## src/rtl/branch_sequencer_if.sv

```systemverilog
`timescale 1ns/1ps
// ---------------------------------------------------------------------------
// branch_sequencer_if
//   Bundles the instruction handshake, the ALU flag write port and the
//   PC/link outputs of the branch sequencer.
//   master : instruction source / fetch side (drives instr_*, flags)
//   slave  : branch_sequencer (drives instr_ready, pc*, taken, link_*)
// Signals
//   instr_valid  instruction on instr is ready to be resolved
//   instr_ready  sequencer can accept an instruction (IDLE only)
//   instr        [31:26] opcode, [25:0] pseudo-address, [15:0] imm16
//   rs_value     register operand used as the BR target
//   flags_we     write alu_zero/alu_carry/alu_negative into the flag register
//   alu_zero/alu_carry/alu_negative  ALU flags
//   pc           architectural PC (registered)
//   pc_valid     one-cycle pulse when pc has just been updated
//   taken        one-cycle pulse with pc_valid for a redirect
//   link_we      one-cycle pulse with pc_valid for BL
//   link_value   return address (instruction PC + step) while link_we
// ---------------------------------------------------------------------------
interface branch_sequencer_if;
    logic        instr_valid;
    logic        instr_ready;
    logic [31:0] instr;
    logic [31:0] rs_value;
    logic        flags_we;
    logic        alu_zero;
    logic        alu_carry;
    logic        alu_negative;
    logic [31:0] pc;
    logic        pc_valid;
    logic        taken;
    logic        link_we;
    logic [31:0] link_value;

    modport master (
        output instr_valid, instr, rs_value, flags_we,
               alu_zero, alu_carry, alu_negative,
        input  instr_ready, pc, pc_valid, taken, link_we, link_value
    );

    modport slave (
        input  instr_valid, instr, rs_value, flags_we,
               alu_zero, alu_carry, alu_negative,
        output instr_ready, pc, pc_valid, taken, link_we, link_value
    );
endinterface

```

## src/rtl/branch_sequencer.sv

```systemverilog
`timescale 1ns/1ps
// ---------------------------------------------------------------------------
// branch_sequencer
//   Front end of the branch path. Owns the architectural PC and the Z/C/N
//   flag register, accepts one decoded instruction per handshake, resolves
//   its branch class and condition, and commits the next PC for fetch.
//   For BL it also hands the return address to the register file.
//
//   Each instruction walks IDLE -> RESOLVE -> UPDATE: accepted at edge E,
//   PC committed at E+2, next accept possible at E+3.
//
// Ports
//   clk   rising-edge clock
//   rst   asynchronous, active-high reset
//   bus   branch_sequencer_if.slave (handshake, flags, PC/link outputs)
// Parameters
//   RESET_PC  PC loaded on reset
//   PC_STEP   sequential increment in bytes
// ---------------------------------------------------------------------------
module branch_sequencer #(
    parameter logic [31:0] RESET_PC = 32'h0000_0000,
    parameter int unsigned PC_STEP  = 4
) (
    input logic               clk,
    input logic               rst,
    branch_sequencer_if.slave bus
);

    typedef enum logic [1:0] {
        S_IDLE    = 2'd0,
        S_RESOLVE = 2'd1,
        S_UPDATE  = 2'd2
    } state_e;

    typedef enum logic [5:0] {
        OP_B    = 6'b100000,
        OP_BL   = 6'b100001,
        OP_BR   = 6'b100010,
        OP_BLTZ = 6'b100100,
        OP_BZ   = 6'b100101,
        OP_BNZ  = 6'b100110,
        OP_BCY  = 6'b100111,
        OP_BNCY = 6'b101000
    } opcode_e;

    localparam logic [31:0] STEP = 32'(PC_STEP);

    // FSM
    state_e state_q, state_d;

    // Captured instruction and operand
    logic [31:0] instr_q;
    logic [31:0] rs_q;

    // Flag register
    logic flag_z_q, flag_c_q, flag_n_q;

    // Decision computed in RESOLVE, committed in UPDATE
    logic [31:0] next_pc_q;
    logic        next_taken_q;
    logic        next_link_q;

    // Architectural outputs
    logic [31:0] pc_q;
    logic        pc_valid_q;
    logic        taken_q;
    logic        link_we_q;
    logic [31:0] link_value_q;

    // Combinational resolve results
    logic [5:0]  op;
    logic [31:0] seq_pc;
    logic [31:0] rel_pc;
    logic [31:0] abs_pc;
    logic [31:0] res_pc;
    logic        res_taken;
    logic        res_link;
    logic        is_cond;
    logic        cond_true;

    logic accept;

    assign accept = (state_q == S_IDLE) && bus.instr_valid;

    // -----------------------------------------------------------------------
    // State register
    // -----------------------------------------------------------------------
    always_ff @(posedge clk or posedge rst) begin
        if (rst) begin
            state_q <= S_IDLE;
        end else begin
            state_q <= state_d;
        end
    end

    // -----------------------------------------------------------------------
    // Next-state logic
    // -----------------------------------------------------------------------
    always_comb begin
        state_d = state_q;
        case (state_q)
            S_IDLE:    if (bus.instr_valid) state_d = S_RESOLVE;
            S_RESOLVE: state_d = S_UPDATE;
            S_UPDATE:  state_d = S_IDLE;
            default:   state_d = S_IDLE;
        endcase
    end

    // -----------------------------------------------------------------------
    // Branch resolution. pc_q still holds the instruction's own PC here, so
    // both sequential and relative targets are based on it.
    // -----------------------------------------------------------------------
    always_comb begin
        op        = instr_q[31:26];
        seq_pc    = pc_q + STEP;
        rel_pc    = pc_q + {{16{instr_q[15]}}, instr_q[15:0]};
        abs_pc    = {pc_q[31:28], instr_q[25:0], 2'b00};
        res_pc    = seq_pc;
        res_taken = 1'b0;
        res_link  = 1'b0;
        is_cond   = 1'b0;
        cond_true = 1'b0;

        case (op)
            OP_B: begin
                res_pc    = abs_pc;
                res_taken = 1'b1;
            end
            OP_BL: begin
                res_pc    = abs_pc;
                res_taken = 1'b1;
                res_link  = 1'b1;
            end
            OP_BR: begin
                res_pc    = rs_q;
                res_taken = 1'b1;
            end
            OP_BLTZ: begin
                is_cond   = 1'b1;
                cond_true = flag_n_q;
            end
            OP_BZ: begin
                is_cond   = 1'b1;
                cond_true = flag_z_q;
            end
            OP_BNZ: begin
                is_cond   = 1'b1;
                cond_true = !flag_z_q;
            end
            OP_BCY: begin
                is_cond   = 1'b1;
                cond_true = flag_c_q;
            end
            OP_BNCY: begin
                is_cond   = 1'b1;
                cond_true = !flag_c_q;
            end
            default: begin
                res_pc    = seq_pc;
                res_taken = 1'b0;
            end
        endcase

        if (is_cond && cond_true) begin
            res_pc    = rel_pc;
            res_taken = 1'b1;
        end
    end

    // -----------------------------------------------------------------------
    // Flag register: written on any edge regardless of FSM state. A write at
    // the accept edge lands before RESOLVE samples it; a write at the end of
    // RESOLVE or later only affects the next instruction.
    // -----------------------------------------------------------------------
    always_ff @(posedge clk or posedge rst) begin
        if (rst) begin
            flag_z_q <= 1'b0;
            flag_c_q <= 1'b0;
            flag_n_q <= 1'b0;
        end else if (bus.flags_we) begin
            flag_z_q <= bus.alu_zero;
            flag_c_q <= bus.alu_carry;
            flag_n_q <= bus.alu_negative;
        end
    end

    // -----------------------------------------------------------------------
    // Instruction capture
    // -----------------------------------------------------------------------
    always_ff @(posedge clk or posedge rst) begin
        if (rst) begin
            instr_q <= '0;
            rs_q    <= '0;
        end else if (accept) begin
            instr_q <= bus.instr;
            rs_q    <= bus.rs_value;
        end
    end

    // -----------------------------------------------------------------------
    // Decision register, loaded at the edge leaving RESOLVE
    // -----------------------------------------------------------------------
    always_ff @(posedge clk or posedge rst) begin
        if (rst) begin
            next_pc_q    <= RESET_PC;
            next_taken_q <= 1'b0;
            next_link_q  <= 1'b0;
        end else if (state_q == S_RESOLVE) begin
            next_pc_q    <= res_pc;
            next_taken_q <= res_taken;
            next_link_q  <= res_link;
        end
    end

    // -----------------------------------------------------------------------
    // PC commit and output pulses, at the edge leaving UPDATE
    // -----------------------------------------------------------------------
    always_ff @(posedge clk or posedge rst) begin
        if (rst) begin
            pc_q         <= RESET_PC;
            pc_valid_q   <= 1'b0;
            taken_q      <= 1'b0;
            link_we_q    <= 1'b0;
            link_value_q <= '0;
        end else begin
            pc_valid_q <= 1'b0;
            taken_q    <= 1'b0;
            link_we_q  <= 1'b0;
            if (state_q == S_UPDATE) begin
                pc_q       <= next_pc_q;
                pc_valid_q <= 1'b1;
                taken_q    <= next_taken_q;
                link_we_q  <= next_link_q;
                if (next_link_q) begin
                    link_value_q <= seq_pc;
                end
            end
        end
    end

    assign bus.instr_ready = (state_q == S_IDLE);
    assign bus.pc          = pc_q;
    assign bus.pc_valid    = pc_valid_q;
    assign bus.taken       = taken_q;
    assign bus.link_we     = link_we_q;
    assign bus.link_value  = link_value_q;

endmodule
```

## src/flat_wrapper.sv

```systemverilog
// flat-port wrapper written by rule: the top's interface ports become plain ports
module branch_sequencer_flat 
#(
    parameter logic [31:0] RESET_PC = 32'h0000_0000,
    parameter int unsigned PC_STEP  = 4
)
  (clk, rst, bus_instr_valid, bus_instr, bus_rs_value, bus_flags_we, bus_alu_zero, bus_alu_carry, bus_alu_negative, bus_instr_ready, bus_pc, bus_pc_valid, bus_taken, bus_link_we, bus_link_value);
  branch_sequencer_if bus_i ();
  input logic clk;
  input logic rst;
  input wire logic [$bits(bus_i.instr_valid)-1:0] bus_instr_valid;
  input wire logic [$bits(bus_i.instr)-1:0] bus_instr;
  input wire logic [$bits(bus_i.rs_value)-1:0] bus_rs_value;
  input wire logic [$bits(bus_i.flags_we)-1:0] bus_flags_we;
  input wire logic [$bits(bus_i.alu_zero)-1:0] bus_alu_zero;
  input wire logic [$bits(bus_i.alu_carry)-1:0] bus_alu_carry;
  input wire logic [$bits(bus_i.alu_negative)-1:0] bus_alu_negative;
  output wire logic [$bits(bus_i.instr_ready)-1:0] bus_instr_ready;
  output wire logic [$bits(bus_i.pc)-1:0] bus_pc;
  output wire logic [$bits(bus_i.pc_valid)-1:0] bus_pc_valid;
  output wire logic [$bits(bus_i.taken)-1:0] bus_taken;
  output wire logic [$bits(bus_i.link_we)-1:0] bus_link_we;
  output wire logic [$bits(bus_i.link_value)-1:0] bus_link_value;
  assign bus_i.instr_valid = bus_instr_valid;
  assign bus_i.instr = bus_instr;
  assign bus_i.rs_value = bus_rs_value;
  assign bus_i.flags_we = bus_flags_we;
  assign bus_i.alu_zero = bus_alu_zero;
  assign bus_i.alu_carry = bus_alu_carry;
  assign bus_i.alu_negative = bus_alu_negative;
  assign bus_instr_ready = bus_i.instr_ready;
  assign bus_pc = bus_i.pc;
  assign bus_pc_valid = bus_i.pc_valid;
  assign bus_taken = bus_i.taken;
  assign bus_link_we = bus_i.link_we;
  assign bus_link_value = bus_i.link_value;
  branch_sequencer #(.RESET_PC(RESET_PC), .PC_STEP(PC_STEP)) u_core (.clk(clk), .rst(rst), .bus(bus_i));
endmodule
```

## config.mk

```make
export PLATFORM = sky130hd
export DESIGN_NAME = branch_sequencer_flat
export DESIGN_NICKNAME = d
export VERILOG_FILES = /design/src/rtl/branch_sequencer_if.sv /design/src/rtl/branch_sequencer.sv /design/src/flat_wrapper.sv
export SDC_FILE = /design/constraint.sdc
export NUM_CORES = 1
export LEC_CHECK = 0
export BUFFER_PORTS_ARGS = -buffer_cell sky130_fd_sc_hd__buf_2
export CAP_MARGIN = 40
export CORE_MARGIN = 8
export CORE_UTILIZATION = 55
export CTS_CLUSTER_DIAMETER = 100
export DETAILED_ROUTE_END_ITERATION = 10
export PLACE_DENSITY = 0.78
export SETUP_SLACK_MARGIN = 0.5
export SYNTH_ARGS = -nofsm -noshare
export SYNTH_HDL_FRONTEND = slang
export SYNTH_SLANG_ARGS = --single-unit
```

## constraint.sdc

```tcl
create_clock -name clk -period 12.4 [get_ports clk]
set_input_delay 1.24 -clock clk [delete_from_list [all_inputs] [get_ports clk]]
set_output_delay 1.24 -clock clk [all_outputs]
set_load 0.01 [all_outputs]
```

==> flow_summary.toml <==
[floorplan]
io_pins = 139
die_area_sq_um = 21430
core_area_sq_um = 16580
die_width_um = 146.4
num_rows = 47
start_util_pct = 56.38
die_h_um = 146.4

[pwr]
swShare_pct = 41.11
power.density_nw_per_um2 = 237.8
vdd_ir_drop_max_mv = 0.1237
switchingPower_mw = 1.059
p_int_mw = 1.518
leakage_nw = 5.167
p_seq_share_pct = 35.9
pwr-share-comb_pct = 43.3
clockPowerShare_pct = 20.8

[sta]
slew_viol_final = 0
fin_skew_ns = 0.008746
grt_setup_unrepaired = "false"
finalSetupViolations = 0
max_freq_mhz = 309.1
relSlewSlack_pct = 43.01
finalCriticalPeriod_ns = 3.235
post-route-period-util_pct = 26.09
hold_viol_final = 0
tns_ns = 0
worst_slew_pin_slew_ns = 0.8540

[clock_network]
path_clk_slew_ns = 0.06
clock_sinks = 170
cts_buffers = 17
clock_path_buffers = 2
post_cts_buffers = 0
cts_resized = 0
cts_hold_buf = 0
cts_root_buf = "clkbuf_16"
clock_latency_ns = 0.43
cts_max_level = 4
cts_tree = "done"

[logic_synthesis]
ys_seq_area_share_pct = 45.50
synth_edf_count = 0
syn_area_sq_um = 9350
yosysWarnings = 0
synth.avg_cell_area_sq_um = 9.551
synthArstFlopShare_pct = 100.0
synth_cells = 979
synth_seq_cells = 170
synth.distinct_cells = 70
syn-num-nets = 1083
ys.flop_type = "dfrtp_1"

[critical_path]
critPathLaunchType = "flop"
cp.arrival_ns = 3.55
cp-end-kind = "flop"
critPathRequiredTime_ns = 12.72
crit_type = "reg -> reg"
rrSetupSlack_ns = 9.16
cp_max_fo = 51

[place]
gp_congestion = 0.9581
dp_hpwl_um = 18780
io_buffers = 138
placed_cell_area_sq_um = 10240

[grt]
grt_overflow = 0
grt_util_all_layers_pct = 24.61
grt_max_degree = 68
grt_pass1_vias = 7822
antenna_found_initial = 0
grt_pass1_wl_um = 42520

[routing]
route.vias.total = 8015
drtIter0Drc = 725
first_pass_iters = 6
post_drt_wl_per_cell_um = 19.64
ant_nets = 0
drc_errors = 0
wl_um = 26080
via_per_inst = 6.035

[finish]
mostFrequentLayoutCells = "nand2_1, dfrtp_1, buf_2"
stdcell_area_sq_um = 10840
synthToLayoutAreaGrowth_pct = 15.91
fin_nets = 1199
layout_commonest_cell = "nand2_1"
diodes = 0
drive_above_1_share_pct = 24.64

[min_path]
hp-class = "reg -> reg"

[job]
cap_viol_max_count = 0

[run_status]
status = "finished clean"
through the flow:
step	cells	utilization, %	worst slack [ns]	hold slack (ns)	total power, mW
after CTS	1328	65.35	9.189	0.4676	2.568
final	1328	65.35	9.165	0.4664	2.577
after global placement	1294	61.40	9.340	0.4432	2.002
after detailed placement	1296	61.73	9.241	0.4537	2.018
after floorplan	979	-	6.557	0.4304	1.687
after global routing	1328	65.35	9.008	0.4960	2.753
power by group through the flow:
| stage | registers (mW) | clock network (mW) | logic [mW] |
|---|---|---|---|
| after CTS | 0.920 | 0.544 | 1.10 |
| after global routing | 0.951 | 0.565 | 1.24 |
| after detailed placement | 0.927 | 0 | 1.09 |
| after floorplan | 0.892 | 0 | 0.795 |
| final | 0.926 | 0.536 | 1.12 |
| after global placement | 0.921 | 0 | 1.08 |
worst paths after layout:
path                            cells past startpoint                        to                 from
min in group asynchronous                           2  u_core.bus.link_value[9]                  rst
worst min-delay path                                2          u_core.bus.pc[9]  u_core.next_pc_q[9]
worst max-delay path                                9      u_core.next_pc_q[29]   u_core.instr_q[27]
worst max register to register                      9      u_core.next_pc_q[29]   u_core.instr_q[27]
max in group asynchronous                           5         u_core.bus.pc[31]                  rst
worst min register to register                      2          u_core.bus.pc[9]  u_core.next_pc_q[9]
per-layer routing:
layer / vias to the layer above / share of wire (%) / GRT usage (%)
li1: 3709 / - / -
met5: - / 0 / 0
met3: 34 / 8.1 / 6.397
met4: 0 / 1.4 / 6.852
met1: 3934 / 46 / 34.41
met2: 338 / 44 / 37.01
cell usage after synthesis, types with 7 or more instances:
library cell,n,share of area [%]
buf_2,8,0.43
inv_1,17,0.68
a21oi_1,50,2.7
mux2_2,73,8.8
o21bai_1,7,0.56
ha_1,32,4.3
xor2_1,16,1.5
nand3_1,20,1.1
nor3_1,12,0.64
nand2b_1,8,0.54
a211oi_1,15,1.2
buf_1,8,0.32
dfrtp_1,170,45
nand2_1,197,7.9
a21o_1,18,1.4
o21ai_0,71,3.8
clkbuf_1,32,1.3
xnor2_1,33,3.1
nor2_1,54,2.2
o31ai_1,12,0.96
a221oi_1,17,1.6
flip-flops by register name (all words and copies together), names as in the netlist, 2 cells and up:
| name | flops |
|---|---|
| u_core.bus.link_value | 32 |
| u_core.bus.pc | 32 |
| u_core.instr_q | 32 |
| u_core.next_pc_q | 32 |
| u_core.rs_q | 32 |
| u_core.state_q | 2 |
area by class of cell:
class	instances	area, sq um
fill	1378	5746
multi-input combinational	739	4822
sequential	170	4254
timing repair buffer	149	813.3
clock buffer	24	491.7
tap	220	275.3
clock inverter	8	108.9
inverter	18	72.57
critical path, stage by stage, from the launching register on:
cell and delay (ns):
dfrtp_1 0.84, mux2_2 0.29, o211ai_1 0.13, a21oi_4 0.16, buf_4 0.50, nand2b_1 0.53, o21ai_2 0.12, a221oi_2 0.23
nor2_1 0.07, a211o_1 0.24
kinds of logic (layout without fill, tap and decap cells):
family / after synthesis / in the layout / synth area share (%)
adder cells (fa/ha/maj): 33 / 33 / 4.496
AND/OR/NAND/NOR: 337 / 337 / 16.11
multiplexers: 75 / 75 / 9.006
AO/OA/AOI/OAI: 245 / 245 / 17.21
flip-flops: 170 / 170 / 45.50
buffers and inverters: 70 / 199 / 3.091
XOR/XNOR: 49 / 49 / 4.590
No activity file was read; power rests on OpenSTA's default activity.
